**config.mk**
```make
export PLATFORM = sky130hd
export DESIGN_NAME = mem_arbiter
export DESIGN_NICKNAME = d
export VERILOG_FILES = /design/src/rtl/mem_arbiter.sv
export SDC_FILE = /design/constraint.sdc
export NUM_CORES = 1
export LEC_CHECK = 0
export CELL_PAD_IN_SITES_DETAIL_PLACEMENT = 0
export CELL_PAD_IN_SITES_GLOBAL_PLACEMENT = 1
export CORE_ASPECT_RATIO = 0.9
export CORE_MARGIN = 2
export CORE_UTILIZATION = 28
export CTS_CLUSTER_SIZE = 24
export DETAILED_ROUTE_END_ITERATION = 8
export PLACE_DENSITY = 0.95
export SLEW_MARGIN = 5
export SYNTH_ARGS = -nofsm -noshare
export SYNTH_HDL_FRONTEND = slang
export SYNTH_SLANG_ARGS = --single-unit
```
**constraint.sdc**
```tcl
create_clock -name clk -period 2.9 [get_ports clk]
set_clock_uncertainty 0.05 [all_clocks]
set_input_delay 0.58 -clock clk [delete_from_list [all_inputs] [get_ports clk]]
set_output_delay 0.58 -clock clk [all_outputs]
set_load 0.05 [all_outputs]
```
**src/rtl/mem_arbiter.sv**
```systemverilog
// Shares one memory port between fetch and data, one access at a time; data wins except at the starvation limit.
// Access latency 1 cycle plus one cycle per low mem_ready; requests are held off until the completion edge.
module mem_arbiter #(
  parameter int ADDR_W     = 32,
  parameter int DATA_W     = 32,
  parameter int STARVE_LIM = 3
) (
  input  logic              clk,
  input  logic              rst,
  input  logic              if_req,
  input  logic [ADDR_W-1:0] if_addr,
  output logic              if_ack,
  output logic [DATA_W-1:0] if_rdata,
  input  logic              dm_req,
  input  logic              dm_we,
  input  logic [ADDR_W-1:0] dm_addr,
  input  logic [DATA_W-1:0] dm_wdata,
  output logic              dm_ack,
  output logic [DATA_W-1:0] dm_rdata,
  output logic              mem_en,
  output logic              mem_we,
  output logic [ADDR_W-1:0] mem_addr,
  output logic [DATA_W-1:0] mem_wdata,
  input  logic [DATA_W-1:0] mem_rdata,
  input  logic              mem_ready
);

  localparam logic [1:0] IDLE   = 2'd0;
  localparam logic [1:0] IF_ACC = 2'd1;
  localparam logic [1:0] DM_ACC = 2'd2;
  localparam logic [3:0] LIM    = 4'(STARVE_LIM);

  logic [1:0]        state;
  logic [3:0]        starve_cnt;
  logic [ADDR_W-1:0] addr_q;
  logic [DATA_W-1:0] wdata_q;
  logic              we_q;
  logic              busy;
  logic              arb_en;
  logic              dm_win;
  logic              if_win;

  assign busy   = (state == IF_ACC) || (state == DM_ACC);
  // Arbitrate when idle or on the completion edge, giving back-to-back accesses with no bubble.
  assign arb_en = !busy || mem_ready;
  assign dm_win = dm_req && !(if_req && (starve_cnt == LIM));
  assign if_win = !dm_win && if_req;

  always_ff @(posedge clk or negedge rst) begin
    if (!rst) begin
      state      <= IDLE;
      starve_cnt <= 4'd0;
      addr_q     <= '0;
      wdata_q    <= '0;
      we_q       <= 1'b0;
    end else if (arb_en) begin
      if (dm_win) begin
        state      <= DM_ACC;
        addr_q     <= dm_addr;
        wdata_q    <= dm_wdata;
        we_q       <= dm_we;
        starve_cnt <= if_req ? starve_cnt + 4'd1 : 4'd0;
      end else if (if_win) begin
        state      <= IF_ACC;
        addr_q     <= if_addr;
        starve_cnt <= 4'd0;
      end else begin
        state <= IDLE;
      end
    end
  end

  assign mem_en    = busy;
  assign mem_we    = (state == DM_ACC) && we_q;
  assign mem_addr  = addr_q;
  assign mem_wdata = wdata_q;
  assign if_ack    = (state == IF_ACC) && mem_ready;
  assign dm_ack    = (state == DM_ACC) && mem_ready;
  assign if_rdata  = mem_rdata;
  assign dm_rdata  = mem_rdata;

endmodule

```
==> metrics.md, run 1 <==
| Metric | Value |
|---|---|
| Final Critical Period | 2.68 ns |
| Register clock-pin slew on the reported worst setup and hold paths | 0.06 ns |
| TritonCTS clock tree | built |
| Count of synthesis-stage warnings from yosys | 0 |
| Total of buffers placed on input and output ports | 169 |
| Ratio of cells with drive above 1 in the final layout | 0.208 |
| Actual transition at the worst max-transition pin | 0.906 ns |
| Share of flip-flops with an asynchronous set or reset | 1.00 |
| Residual DRC | 0 |
| Total Negative Setup Slacks | 0 ns |
| Number of flops mapped to enable cells by yosys | 0 |
| RD Place Congestion | 0.708 |
| Worst path max stage delay | 0.82 ns |
| Unrepaired setup endpoints after global routing | no |
| Worst reg2reg endpoint | mem_wdata[1] |
| Largest net degree at the start of global routing | 72 |
| Worst reg2reg path startpoint | state[0] |
| Peak clock frequency supported by timing | approximately 370 MHz |
| Part of the total power dissipated in the clock network | 0.234 |
| Die width | 129 um |
| Boundary pin count | 266 |
| Biggest fanout along the worst timing path | 5 |
| Worst relative slew slack | 0.396 |
| Cell type with the highest occurrence count on the critical path | inv_1 |
| Overall global routing resource usage | 0.136 |
| Maximum vdd drop | 0.000299 V |
| Highest metal layer with signal wires | met4 |
| Core utilization of the finished layout | 0.404 |
| Number of instances in the synthesized netlist | 353 |
| Final Max Slew Viols | 0 |
| Cts-stage hold buffer count | 0 |
| Total number of vias | 2959 |
| Crit. End Element | primary output |
| Number of vias per cell after detailed routing | 4.56 |
| Outcome | finished, final reports clean |
| Switching part of the total | 0.420 |
| CTS Buf Count | 9 |
| Antenna violations before repair | 0 |
| Number of violations of the max-capacitance limit | 0 |
| Share of power burned in registers | 0.290 |
| P per Cell Area | between 800 and 900 mW/mm^2 |
| Power Internal | 2.82 mW |
| Via count of the first global-routing pass | slightly above 3000 |
| Worst Hold Class | input port to async pin |
| Die ar. | 0.0151 sq mm |
| Final global-route overflow total | 0 |
| Critical setup path kind | register to primary output |
| Leakage power total | 2.41 nW |
| Sw Pwr | ~2.0 mW |
| Post-CTS setup buffer count | 0 |
| Final-stage net count | 588 |
| Required time worst endpoint | 2.27 ns |
| M1 WL | 4.51 mm |
| Final setup violation count | 0 |
| Category of cells accounting for the largest share of critical-path delay | buffers and inverters |
| Number of clock sinks | 71 |
| Post-Syn Area | 0.00397 sq mm |
| Sequential share of the synthesized area | 0.448 |
| Crit start category | register |
| Post-cts gate resize count | 0 |
| Row count | 41 |
| Number of antenna diodes | 0 |
| Final Routed Wirelength | 10.6 mm |
| Wire length of the first global-routing pass | 15.8 mm |
| Most frequent cells in the layout | clkdlybuf4s50_1 (165), dfrtp_1 (71), nand2_1 (66), nand4_1 (32), o211ai_2 (29) |
| Die height | 117 um |
| Number of routed nets with antenna violations | 0 |
| Launch point of the critical path | state[0] |
| H-tree depth | 3 |
| Final worst-path setup slack | 0.221 ns |
| Post-Synthesis Mean Instance Area | 11.2 sq um |
| Arrival time of the worst setup path | 2.05 ns |
| Post-placement setup slack | 0.433 ns |
| Latest clock arrival within the worst-skew pair | 0.34 ns |
| Most frequent standard cell in the layout excluding fill and tap cells | clkdlybuf4s50_1 |
| Worst-case reg-to-reg path depth | 6 |
| CTS root buffer | clkbuf_16 |
| Starting Density | 0.284 |
| Met3 wirelength from detailed routing | 857 um |
| Area of the placeable core | about 0.014 sq mm |
| Synth Register Bits | 71 |
| Syn_nets | 490 |
| CP Buf/Inv Count | 3 |
| Detailed-route wire length per cell | 16.4 um |
| Number of iterations in the first detailed-routing pass | 4 |
| Number of DRC markers in iteration 0 | 95 |
| HPWL after DPL | 7.58 mm |
| Detail Route met2 WL | roughly 5.1 mm |
| Most used flip-flop cell after synthesis | dfrtp_1 |
| Register-to-register setup slack | 0.83 ns |
| Yosys cell types | 30 |
| Relative area change from synthesis to final layout | 42.0% |
| Cell at the slowest stage of the critical path | clkdlybuf4s50_1 |
| Final cycle utilization of the critical path | 0.924 |
| Max Buffers Root-to-Sink | 2 |
| Portion of total power attributed to combinational logic | 0.476 |
| Final hold viol count | 0 |
| Cell Chain, Critical Path | inv_1 -> ha_1 -> inv_1 -> clkdlybuf4s50_1 |
==> how the worst max path moves through the flow <==
stage / endpoint / slack [ns] / depth (start not counted)
final: mem_en / 0.22 / 4
after global placement: mem_wdata[0] / 0.51 / 5
after floorplan: mem_wdata[10] / 1.03 / 7
after CTS: mem_en / 0.21 / 4
after global routing: mem_en / 0.13 / 4
after detailed placement: mem_wdata[1] / 0.43 / 5
==> kinds of logic (layout without fill, tap and decap cells) <==
family / count (synthesis) / in the layout / share of synthesized area
AND/OR/NAND/NOR: 110 / 110 / 0.137
buffers and inverters: 93 / 196 / 0.166
flip-flops: 71 / 71 / 0.448
AO/OA/AOI/OAI: 42 / 42 / 0.117
multiplexers: 34 / 34 / 0.123
adder cells (fa/ha/maj): 3 / 3 / 0.00946
==> cell usage after synthesis, types with 4 or more instances <==
cell      instances  share of area
nand4_1          32          0.050
nand2_1          66          0.062
o211ai_2         29          0.091
dfrtp_1          71           0.45
mux2_4           28           0.11
clkbuf_1          9         0.0085
buf_1             4         0.0038
mux2_2            5          0.014
buf_4            67           0.13
buf_6             7          0.020
==> sequential cells by signal, indices dropped and copies added, names as in the netlist <==
name,flops
mem_addr,32
state,2
starve_cnt,4
we_q,1
mem_wdata,32
==> worst reg2reg max path, stage by stage, from the launching register on <==
cell and delay (ns):
dfrtp_1 0.36, inv_1 0.06, ha_1 0.38, or2_1 0.34
nand3_4 0.12, buf_12 0.25, mux2_2 0.39
==> layout make-up <==
type	count	area, sq um
repair buffers	177	1750
inverters	3	11.3
flip-flops and latches	71	1780
well taps	193	241
clock inverters	7	77.6
fillers	1330	8320
multi-input cells	189	1550
clock buffers	9	225
==> per-stage QoR <==
| stage | hold slack [ns] | instances | total power [mW] | cell area [sq um] |
|---|---|---|---|---|
| after floorplan | 0.234 | 353 | 3.16 | 3970 |
| after global placement | 0.422 | 633 | 3.71 | 5330 |
| after detailed placement | 0.425 | 633 | 3.76 | 5330 |
| after CTS | 0.355 | 649 | 4.93 | 5630 |
| after global routing | 0.399 | 649 | 5.09 | 5630 |
| final | 0.318 | 649 | 4.86 | 5630 |
==> layer usage <==
metal,GRT usage,vias up
met1,0.169,1433
met2,0.214,128
met3,0.0532,32
met4,0.0516,0
li1,-,1366
met5,0,-
==> power groups by stage <==
stage	clock network (mW)	registers, mW	logic (mW)
2_1_floorplan	0	2.26	0.901
3_3_place_gp	0	1.41	2.30
3_5_place_dp	0	1.42	2.34
4_1_cts	1.18	1.41	2.34
5_1_grt	1.22	1.44	2.43
6_report	1.14	1.41	2.31
No activity file was read; power rests on OpenSTA's default activity.
==> inputs of run 2 (changes only) <==
CTS_CLUSTER_DIAMETER = 30   (was default)
SLEW_MARGIN = 20   (was 5)
==> results of run 2 <==
No change in the layout: final DEF, timing and power equal those of run 1.
==> inputs of run 3 (changes only) <==
CAP_MARGIN = 20   (was default)
==> results of run 3 <==
No change in the layout: final DEF, timing and power equal those of run 1.
==> RTL edit: new RTL, settings of run 2 <==
Set the parameter `DATA_W` to 40 (it was 32).
--- a/src/rtl/mem_arbiter.sv
+++ b/src/rtl/mem_arbiter.sv
@@ -4,3 +4,3 @@
   parameter int ADDR_W     = 32,
-  parameter int DATA_W     = 32,
+  parameter int DATA_W     = 40,
   parameter int STARVE_LIM = 3
Interface: changed (5 resized); port bits go from 266 to 306. No check against the original RTL was run, so the function may have changed too.
==> RTL edit against run 2 <==
  * Total power increased by 7.7%
  * Area after synthesis increased by 8.0%
  * Count of clock-buffer cells in the layout unchanged
  * Non-clock buffer count increased by 18
  * First-iteration DRC count increased by 17%
  * Cell count increased by 6.0%
  * Wire length increased by 1.9%
  * Setup slack improved by 0.0043 ns
  * Sequential share of layout area increased by 1.2 points
  * Final area increased by 7.2%
  * Sequential cell count increased by 8
  * Largest cell class unchanged
==> RTL edit: results (changes against run 2) <==
clocking:
  root_buffer: "clkbuf_16"
detailed_routing:
  routed-wl-met2_mm: 5.33  # +5.1%
  wl_per_cell_um: 15.7  # -3.9%
  dr.first_iter.drc_count: 111  # +17%
  via_per_inst: 4.65  # +2.0%
  met1Wirelength_mm: 4.22  # -6.3%
  num_vias: 3200  # +8.1%
  dr.pass1.iters: 4  # unchanged
  met3_length_um: 938  # +9.5%
placed_design:
  dpl.hpwl_mm: 7.95  # +4.9%
  dp.cells: 672  # +6.2%
  dpl_cell_area_um2: 5710  # +7.2%
  gp_congestion: 0.744  # +5.2%
  place.port_buffers: 185  # +9.5%
logic_synthesis:
  synth.area.top_cells: "dfrtp_1 46%, buf_4 15%, mux2_2 11%"
  yosysSeqAreaShare_pct: 46.2  # +1.4 points
  synth_fp_nets: 539  # +10%
  synth_cell_type_count: 29  # -3.3%
  async_flop_share_pct: 100  # unchanged
  synth.mux.area_fraction_pct: 11.0  # -1.3 points
  synth_fa_ha_area_share_pct: 0.876  # -0.070 points
  synth_common_cells: "83 x buf_4, 79 x dfrtp_1, 66 x nand2_1"
  synth_compound_area_share_pct: 10.9  # -0.87 points
  syn_inst: 386  # +9.3%
power_and_ir_drop:
  ir_drop_mv: 0.440  # +47%
  leakage_nw: 2.49  # +3.5%
critical_path:
  reg2regPathDepth: 5  # -1
  cp_data_arrival_time_ns: 2.04
  path_max_fanout: 5  # unchanged
sta:
  worst_pin_slew_ns: 0.709  # -0.197 ns
layout:
  fillers: 1392  # +4.7%
  drive_gt1_share_pct: 21.2  # +0.39 points
  nNetsFinal: 638  # +8.5%
global_routing:
  grt_pass1_vias: 3418  # +13%
  grtUsageTotal_pct: 13.4  # -0.21 points
  grt_max_degree: 80  # +11%
  grt_pass1_wl_mm: 17.1  # +8.8%
run_status:
  status: "complete, no violations"
RTL edit: cell count changes after synthesis, sizes merged:
cell / change
dfrtp: +8
mux2: +8
buf: +15
clkbuf: +2
RTL edit: power by group:
group	leakage, nW	total [W]	internal (W)	switching (W)
clock	0.156	0.00121	0.000756	0.000457
combinational	1.39	0.00247	0.000918	0.00155
sequential	0.949	0.00155	0.00139	0.000162
total	2.49	0.00524	0.00307	0.00217
RTL edit: cell families after synthesis:
family	Yosys count
adders and majority gates	3
buffers and inverters	110
AOI/OAI and AO/OA	42
and+or+nand+nor	110
muxes	42
DFF	79
RTL edit: final timing paths:
check,endpoint,startpoint,slack (ns)
max,mem_en,state[0],0.23
min,mem_wdata[6],rst,0.23
max reg2reg,mem_wdata[28],state[0],0.66
min reg2reg,mem_addr[11],mem_addr[11],0.44
max in group asynchronous,mem_addr[7],rst,2.10
min in group clk,mem_addr[11],mem_addr[11],0.44
RTL edit: metal layers:
metal | vias to the layer above | GRT usage (%)
met4 | 0 | 5.99
met3 | 43 | 5.51
met2 | 138 | 22.3
met5 | - | 0
met1 | 1557 | 14.9
li1 | 1462 | -
RTL edit: per-stage QoR:
step                      total power [W]  worst slack, ns  util [%]  hold WS, ns
after floorplan                   0.00345             1.04         -        0.234
after global placement            0.00401            0.405      38.5        0.421
after global routing              0.00547            0.171      40.7        0.283
after CTS                         0.00530            0.203      40.7        0.405
after detailed placement          0.00406            0.313      38.5        0.425
final                             0.00524            0.226      40.7        0.230
RTL edit: area by class of cell:
| type | instances | area share (%) |
|---|---|---|
| inverters | 3 | 0.187 |
| clock inverters | 7 | 1.58 |
| clock buffers | 9 | 3.73 |
| well taps | 198 | 4.10 |
| repair buffers | 195 | 32.3 |
| multi-input cells | 197 | 25.4 |
| flip-flops and latches | 79 | 32.8 |
